File: config.mk
export PLATFORM = sky130hd
export DESIGN_NAME = axi_bresp_merge_flat
export DESIGN_NICKNAME = d
export VERILOG_FILES = /design/src/rtl/axi_bresp_merge_if.sv /design/src/rtl/axi_bresp_merge.sv /design/src/flat_wrapper.sv
export SDC_FILE = /design/constraint.sdc
export NUM_CORES = 1
export LEC_CHECK = 0
export CAP_MARGIN = 20
export CORE_ASPECT_RATIO = 1.75
export CORE_MARGIN = 3
export CORE_UTILIZATION = 55
export DETAILED_ROUTE_END_ITERATION = 10
export PLACE_DENSITY = 0.82
export SYNTH_ARGS = -nofsm -noshare
export SYNTH_HDL_FRONTEND = slang
export SYNTH_SLANG_ARGS = --single-unit
File: constraint.sdc
create_clock -name clk -period 3.6 [get_ports clk]
set_clock_uncertainty 0.2 [all_clocks]
set_input_delay 0.36 -clock clk [delete_from_list [all_inputs] [get_ports clk]]
set_output_delay 0.36 -clock clk [all_outputs]
set_load 0.005 [all_outputs]
File: src/rtl/axi_bresp_merge_if.sv
// ----------------------------------------------------------------------------
// axi_bresp_merge_if : split-command, slave-B and merged-B channel bundle
// Revision: 1.0
// ----------------------------------------------------------------------------
`default_nettype none

interface axi_bresp_merge_if #(
  parameter int CNT_W = 4
);
  logic [3:0]       in_cid;
  logic [CNT_W-1:0] in_ccnt;
  logic             in_cvalid;
  logic             out_cready;

  logic [3:0]       in_mbid;
  logic [1:0]       in_mbresp;
  logic [1:0]       in_mbuser;
  logic             in_mbvalid;
  logic             out_mbready;

  logic [3:0]       out_sbid;
  logic [1:0]       out_sbresp;
  logic [1:0]       out_sbuser;
  logic             out_sbvalid;
  logic             in_sbready;

  logic             err_id;

  modport slave (
    input  in_cid, in_ccnt, in_cvalid,
    output out_cready,
    input  in_mbid, in_mbresp, in_mbuser, in_mbvalid,
    output out_mbready,
    output out_sbid, out_sbresp, out_sbuser, out_sbvalid,
    input  in_sbready,
    output err_id
  );

  modport master (
    output in_cid, in_ccnt, in_cvalid,
    input  out_cready,
    output in_mbid, in_mbresp, in_mbuser, in_mbvalid,
    input  out_mbready,
    input  out_sbid, out_sbresp, out_sbuser, out_sbvalid,
    output in_sbready,
    input  err_id
  );
endinterface

`default_nettype wire

File: src/rtl/axi_bresp_merge.sv
// ----------------------------------------------------------------------------
// axi_bresp_merge : folds the N slave B beats of one split write into one B
// Revision: 1.0
// ----------------------------------------------------------------------------
`default_nettype none

module axi_bresp_merge #(
  parameter int CMD_DEPTH = 8,
  parameter int CNT_W     = 4
) (
  input  logic             clk,
  input  logic             reset,
  axi_bresp_merge_if.slave bus
);

  localparam int C_AW = $clog2(CMD_DEPTH);

  typedef enum logic [1:0] {
    S_IDLE  = 2'd0,
    S_ACCUM = 2'd1,
    S_SEND  = 2'd2
  } state_t;

  state_t           r_state;
  state_t           w_state_nxt;

  logic [3:0]       r_fifo_id  [CMD_DEPTH];
  logic [CNT_W-1:0] r_fifo_cnt [CMD_DEPTH];
  logic [C_AW:0]    r_wr_ptr;
  logic [C_AW:0]    r_rd_ptr;
  logic             w_full;
  logic             w_empty;
  logic             w_push;
  logic             w_pop;
  logic             w_beat;
  logic             w_mbready;

  logic [3:0]       r_cur_id;
  logic [CNT_W-1:0] r_remain;
  logic             r_any_dec;
  logic             r_any_slv;
  logic             r_all_ex;
  logic [1:0]       r_user;
  logic             r_err_id;
  logic [1:0]       w_resp;

  assign w_empty = (r_wr_ptr == r_rd_ptr);
  assign w_full  = (r_wr_ptr[C_AW] != r_rd_ptr[C_AW]) &&
                   (r_wr_ptr[C_AW-1:0] == r_rd_ptr[C_AW-1:0]);
  assign w_push  = bus.in_cvalid && bus.out_cready;

  always_ff @(posedge clk) begin
    if (w_push) begin
      r_fifo_id[r_wr_ptr[C_AW-1:0]]  <= bus.in_cid;
      r_fifo_cnt[r_wr_ptr[C_AW-1:0]] <= bus.in_ccnt;
    end
  end

  always_ff @(posedge clk or posedge reset) begin
    if (reset) begin
      r_wr_ptr <= '0;
      r_rd_ptr <= '0;
    end else begin
      if (w_push) r_wr_ptr <= r_wr_ptr + (C_AW+1)'(1);
      if (w_pop)  r_rd_ptr <= r_rd_ptr + (C_AW+1)'(1);
    end
  end

  always_ff @(posedge clk or posedge reset) begin
    if (reset) r_state <= S_IDLE;
    else       r_state <= w_state_nxt;
  end

  always_comb begin
    w_state_nxt = r_state;
    w_pop       = 1'b0;
    w_beat      = 1'b0;
    w_mbready   = 1'b0;
    case (r_state)
      S_IDLE: begin
        if (!w_empty) begin
          w_pop       = 1'b1;
          w_state_nxt = S_ACCUM;
        end
      end
      S_ACCUM: begin
        w_mbready = 1'b1;
        if (bus.in_mbvalid) begin
          w_beat = 1'b1;
          if (r_remain == CNT_W'(1)) w_state_nxt = S_SEND;
        end
      end
      S_SEND: begin
        // Chain straight into the next command to avoid an IDLE bubble.
        if (bus.in_sbready) begin
          if (!w_empty) begin
            w_pop       = 1'b1;
            w_state_nxt = S_ACCUM;
          end else begin
            w_state_nxt = S_IDLE;
          end
        end
      end
      default: w_state_nxt = S_IDLE;
    endcase
  end

  always_ff @(posedge clk or posedge reset) begin
    if (reset) begin
      r_cur_id  <= '0;
      r_remain  <= '0;
      r_any_dec <= 1'b0;
      r_any_slv <= 1'b0;
      r_all_ex  <= 1'b0;
      r_user    <= '0;
      r_err_id  <= 1'b0;
    end else begin
      if (w_pop) begin
        r_cur_id  <= r_fifo_id[r_rd_ptr[C_AW-1:0]];
        r_remain  <= (r_fifo_cnt[r_rd_ptr[C_AW-1:0]] == '0) ? CNT_W'(1)
                                                            : r_fifo_cnt[r_rd_ptr[C_AW-1:0]];
        r_any_dec <= 1'b0;
        r_any_slv <= 1'b0;
        r_all_ex  <= 1'b1;
        r_user    <= '0;
      end else if (w_beat) begin
        r_remain  <= r_remain - CNT_W'(1);
        r_any_dec <= r_any_dec || (bus.in_mbresp == 2'b11);
        r_any_slv <= r_any_slv || (bus.in_mbresp == 2'b10);
        r_all_ex  <= r_all_ex  && (bus.in_mbresp == 2'b01);
        r_user    <= bus.in_mbuser;
      end
      if (w_beat && (bus.in_mbid != r_cur_id)) r_err_id <= 1'b1;
    end
  end

  // Severity order: DECERR > SLVERR > EXOKAY (only if unanimous) > OKAY.
  always_comb begin
    w_resp = 2'b00;
    if (r_any_dec)      w_resp = 2'b11;
    else if (r_any_slv) w_resp = 2'b10;
    else if (r_all_ex)  w_resp = 2'b01;
  end

  assign bus.out_cready  = !w_full && !reset;
  assign bus.out_mbready = w_mbready;
  assign bus.out_sbvalid = (r_state == S_SEND);
  assign bus.out_sbid    = r_cur_id;
  assign bus.out_sbresp  = w_resp;
  assign bus.out_sbuser  = r_user;
  assign bus.err_id      = r_err_id;

endmodule

`default_nettype wire
File: src/flat_wrapper.sv
// flat-port wrapper written by rule: the top's interface ports become plain ports
module axi_bresp_merge_flat 
#(
  parameter int CMD_DEPTH = 8,
  parameter int CNT_W     = 4
)
  (clk, reset, bus_in_cid, bus_in_ccnt, bus_in_cvalid, bus_out_cready, bus_in_mbid, bus_in_mbresp, bus_in_mbuser, bus_in_mbvalid, bus_out_mbready, bus_out_sbid, bus_out_sbresp, bus_out_sbuser, bus_out_sbvalid, bus_in_sbready, bus_err_id);
  axi_bresp_merge_if #(.CNT_W(CNT_W)) bus_i ();
  input  logic clk;
  input  logic reset;
  input wire logic [$bits(bus_i.in_cid)-1:0] bus_in_cid;
  input wire logic [$bits(bus_i.in_ccnt)-1:0] bus_in_ccnt;
  input wire logic [$bits(bus_i.in_cvalid)-1:0] bus_in_cvalid;
  output wire logic [$bits(bus_i.out_cready)-1:0] bus_out_cready;
  input wire logic [$bits(bus_i.in_mbid)-1:0] bus_in_mbid;
  input wire logic [$bits(bus_i.in_mbresp)-1:0] bus_in_mbresp;
  input wire logic [$bits(bus_i.in_mbuser)-1:0] bus_in_mbuser;
  input wire logic [$bits(bus_i.in_mbvalid)-1:0] bus_in_mbvalid;
  output wire logic [$bits(bus_i.out_mbready)-1:0] bus_out_mbready;
  output wire logic [$bits(bus_i.out_sbid)-1:0] bus_out_sbid;
  output wire logic [$bits(bus_i.out_sbresp)-1:0] bus_out_sbresp;
  output wire logic [$bits(bus_i.out_sbuser)-1:0] bus_out_sbuser;
  output wire logic [$bits(bus_i.out_sbvalid)-1:0] bus_out_sbvalid;
  input wire logic [$bits(bus_i.in_sbready)-1:0] bus_in_sbready;
  output wire logic [$bits(bus_i.err_id)-1:0] bus_err_id;
  assign bus_i.in_cid = bus_in_cid;
  assign bus_i.in_ccnt = bus_in_ccnt;
  assign bus_i.in_cvalid = bus_in_cvalid;
  assign bus_out_cready = bus_i.out_cready;
  assign bus_i.in_mbid = bus_in_mbid;
  assign bus_i.in_mbresp = bus_in_mbresp;
  assign bus_i.in_mbuser = bus_in_mbuser;
  assign bus_i.in_mbvalid = bus_in_mbvalid;
  assign bus_out_mbready = bus_i.out_mbready;
  assign bus_out_sbid = bus_i.out_sbid;
  assign bus_out_sbresp = bus_i.out_sbresp;
  assign bus_out_sbuser = bus_i.out_sbuser;
  assign bus_out_sbvalid = bus_i.out_sbvalid;
  assign bus_i.in_sbready = bus_in_sbready;
  assign bus_err_id = bus_i.err_id;
  axi_bresp_merge #(.CMD_DEPTH(CMD_DEPTH), .CNT_W(CNT_W)) u_core (.clk(clk), .reset(reset), .bus(bus_i));
endmodule
==> flow_metrics.py <==
metrics = {
    "place": {
        "port_buffers": 32,
        "dp.cells": 340,
        "place.gp.congestion": 0.841,
        "place_ws_ns": 0.630,
        "dp_hpwl_mm": 5.01,
    },
    "floorplan": {
        "die_area_mm2": 0.00798,
        "ios": 33,
        "fp.dieW_um": 68.8,
        "core_area_mm2": 0.00664,
        "initial_core_util_pct": 57.2,
        "fp.dieH_um": 116,
        "rows": 39,
    },
    "run_status": {
        "status": "completed",
    },
    "clock_network": {
        "post_cts_resized": 0,
        "cts_buffers": 9,
        "clkLatencyLatePin_ns": 0.34,
        "hold_buffers": 0,
        "clock-sinks": 88,
        "cts_tree": "yes",
        "clockBufferDepth": 2,
        "htreeDepth": 3,
        "post_cts_buffers": 0,
        "clockRootBuffer": "clkbuf_16",
        "clk_pin_slew_ns": 0.06,
    },
    "global_route": {
        "grt_overflow": 0,
        "grt_pass1_vias": 2161,
        "antenna_found_initial": 0,
        "grt_max_degree": 25,
        "grt_usage_pct": 21.0,
        "grt_pass1_wl_mm": 11.2,
    },
    "sta": {
        "rsz0062_at_grt": "no",
        "fin_ws_ns": 1.11,
        "tightest_slew_ns": 0.908,
        "period_minus_slack_ns": 2.49,
        "finalHoldViolCount": 0,
        "slew-limit-headroom_pct": 39.4,
        "finalCritPeriodShare_pct": 69.3,
        "finalSetupTns_ns": 0,
        "slew_viol_final": 0,
        "fmax_mhz": 401,
        "setup_viol": 0,
    },
    "power": {
        "vdd_ir_drop_max_mv": 0.480,
        "powerDensity_mw_per_mm2": 796,
        "p_leak_nw": 1.63,
        "p_total_mw": 3.58,
    },
    "setup_path": {
        "end_kind": "output pin",
        "worstPathMaxFanout": 20,
        "cp.required_ns": 3.04,
        "critPathTopFamily": "buffers and inverters",
        "cp-start-kind": "flip-flop",
        "path_cells": "buf_4, xnor2_2, a41oi_1, clkdlybuf4s50_1",
        "critPathArrivalTime_ns": 1.93,
        "critPathKind": "reg2out",
        "rr_startpoint": "u_core.r_wr_ptr[2]",
        "cp_slowest_cell": "clkdlybuf4s50_1",
        "r2r-end": "u_core.r_fifo_cnt[6][2]",
        "reg2reg_depth": 4,
        "rrSetupSlack_ns": 1.15,
        "cp_num_buf_inv": 2,
        "max_stage_delay_ns": 0.53,
    },
    "routing": {
        "wl_per_cell_um": 20.1,
        "drt_iter0_drc": 131,
        "drcViolationCount": 0,
        "totalWireLength_mm": 7.17,
        "avgViaCountPerCell": 5.70,
        "vias": 2036,
        "antenna_left": 0,
        "drt_pass1_iterations": 4,
    },
    "synthesis": {
        "synth_top_area_share_pct": 50.6,
        "synth_most_common_cell": "edfxtp_1",
        "ys_top_cells_by_area": "edfxtp_1 (51%), dfrtp_1 (16%), mux4_2 (5.3%)",
        "synth_area_mm2": 0.00380,
        "synth_edf_count": 64,
        "synth_cells": 230,
        "ys_seq_area_share_pct": 66.4,
        "yosysWarnings": 0,
        "synthFlopType": "edfxtp_1",
        "ys_seq_elements": 88,
        "synthArstFlopShare_pct": 27.3,
        "syn_area_per_cell_um2": 16.5,
        "syn_nets": 255,
        "yosys-top-cells-count": "edfxtp_1 (64), dfrtp_1 (24), nand2_1 (15), a21oi_1 (14), xnor2_1 (10)",
        "synthDistinctLibCells": 42,
        "yosys.area.top_type": "edfxtp_1",
    },
    "cells_and_area": {
        "fin_cells": 357,
        "fin_nets": 295,
        "syn2layout_area_growth_pct": 18.2,
        "register_area_mm2": 0.00252,
        "n_fill_cell": 473,
        "drive_gt1_share_pct": 13.1,
        "multi_input_area_mm2": 0.00119,
        "insertedDiodeCount": 0,
        "fin_util_pct": 67.7,
    },
    "min_path": {
        "hold_class": "reg2reg",
        "min_to": "u_core.bus.err_id",
        "holdPathStages": 1,
        "hp-start": "u_core.bus.err_id",
    },
    "flow_run": {
        "max-cap-violations": 0,
    },
}
-- state kept, by name, indices dropped and copies added, names as in the netlist, 2 cells and up --
| register | count |
|---|---|
| u_core.bus.out_sbid | 4 |
| u_core.bus.out_sbuser | 2 |
| u_core.r_fifo_cnt | 32 |
| u_core.r_fifo_id | 32 |
| u_core.r_rd_ptr | 4 |
| u_core.r_remain | 4 |
| u_core.r_state | 2 |
| u_core.r_wr_ptr | 4 |
-- power breakdown --
group | switching (mW) | internal [mW]
clock | 0.348 | 0.525
combinational | 0.658 | 0.626
sequential | 0.138 | 1.28
-- worst max path at each step --
stage,depth (start not counted),to,slack (ns),from
after floorplan,5,u_core.r_fifo_cnt[0][0],1.24,u_core.r_rd_ptr[1]
after global placement,5,u_core.r_fifo_cnt[0][0],0.73,bus_in_cvalid
after detailed placement,5,u_core.r_fifo_cnt[0][0],0.63,bus_in_cvalid
after CTS,4,u_core.r_fifo_id[0][0],0.81,u_core.r_wr_ptr[2]
after global routing,4,bus_out_cready,0.94,u_core.r_rd_ptr[0]
final,4,bus_out_cready,1.11,u_core.r_rd_ptr[0]
-- layout make-up --
| class | instances | area share, % |
|---|---|---|
| multi-input cells | 126 | 26.5 |
| well taps | 82 | 2.28 |
| repair buffers | 39 | 8.30 |
| flip-flops and latches | 88 | 56.2 |
| inverters | 6 | 0.502 |
| clock buffers | 16 | 6.27 |
-- per-stage QoR --
step	hold slack [ns]	area, um^2
after CTS	0.285	4480
after detailed placement	0.272	4200
final	0.280	4490
after floorplan	0.175	3800
after global routing	0.291	4490
after global placement	0.244	4200
-- worst reg2reg max path: stages, from the launching register on --
cell	delay, ns
dfrtp_1	0.56
xor2_1	0.29
o41a_1	0.23
nand2_1	0.12
nor2_1	0.67
-- metal layers --
metal | part of all wire [%] | GRT usage [%] | up-vias
li1 | - | - | 960
met1 | 35 | 21.5 | 1020
met2 | 57 | 36.0 | 39
met3 | 3.7 | 6.60 | 17
met4 | 4.4 | 12.8 | 0
met5 | 0 | 0 | -
-- cell usage in the layout (no fill, tap or decap), types with 2 or more instances in the layout --
cell / instances
ha_1: 4
edfxtp_1: 64
buf_4: 6
mux4_2: 9
xor2_1: 6
nand2b_1: 4
nand3b_1: 2
mux2i_1: 9
nor2_1: 7
xnor2_2: 4
inv_1: 6
a21o_1: 2
clkbuf_16: 9
mux4_1: 7
clkbuf_8: 3
xnor2_1: 10
clkdlybuf4s50_1: 32
nand3_1: 4
nand2_1: 15
a31oi_1: 2
clkbuf_1: 4
dfrtp_1: 24
nor3_1: 5
nor2b_1: 4
a21oi_1: 14
-- logic make-up (layout without fill, tap and decap cells) --
logic type	after synthesis	after routing	synth area share [%]
mux	26	26	12.8
compound gates	26	26	4.58
buf+inv	16	61	2.31
flops	88	88	66.4
fa+ha+maj	4	4	1.32
simple gates	50	50	7.15
xor+xnor	20	20	5.40
Power figures use the tool's default switching activity.
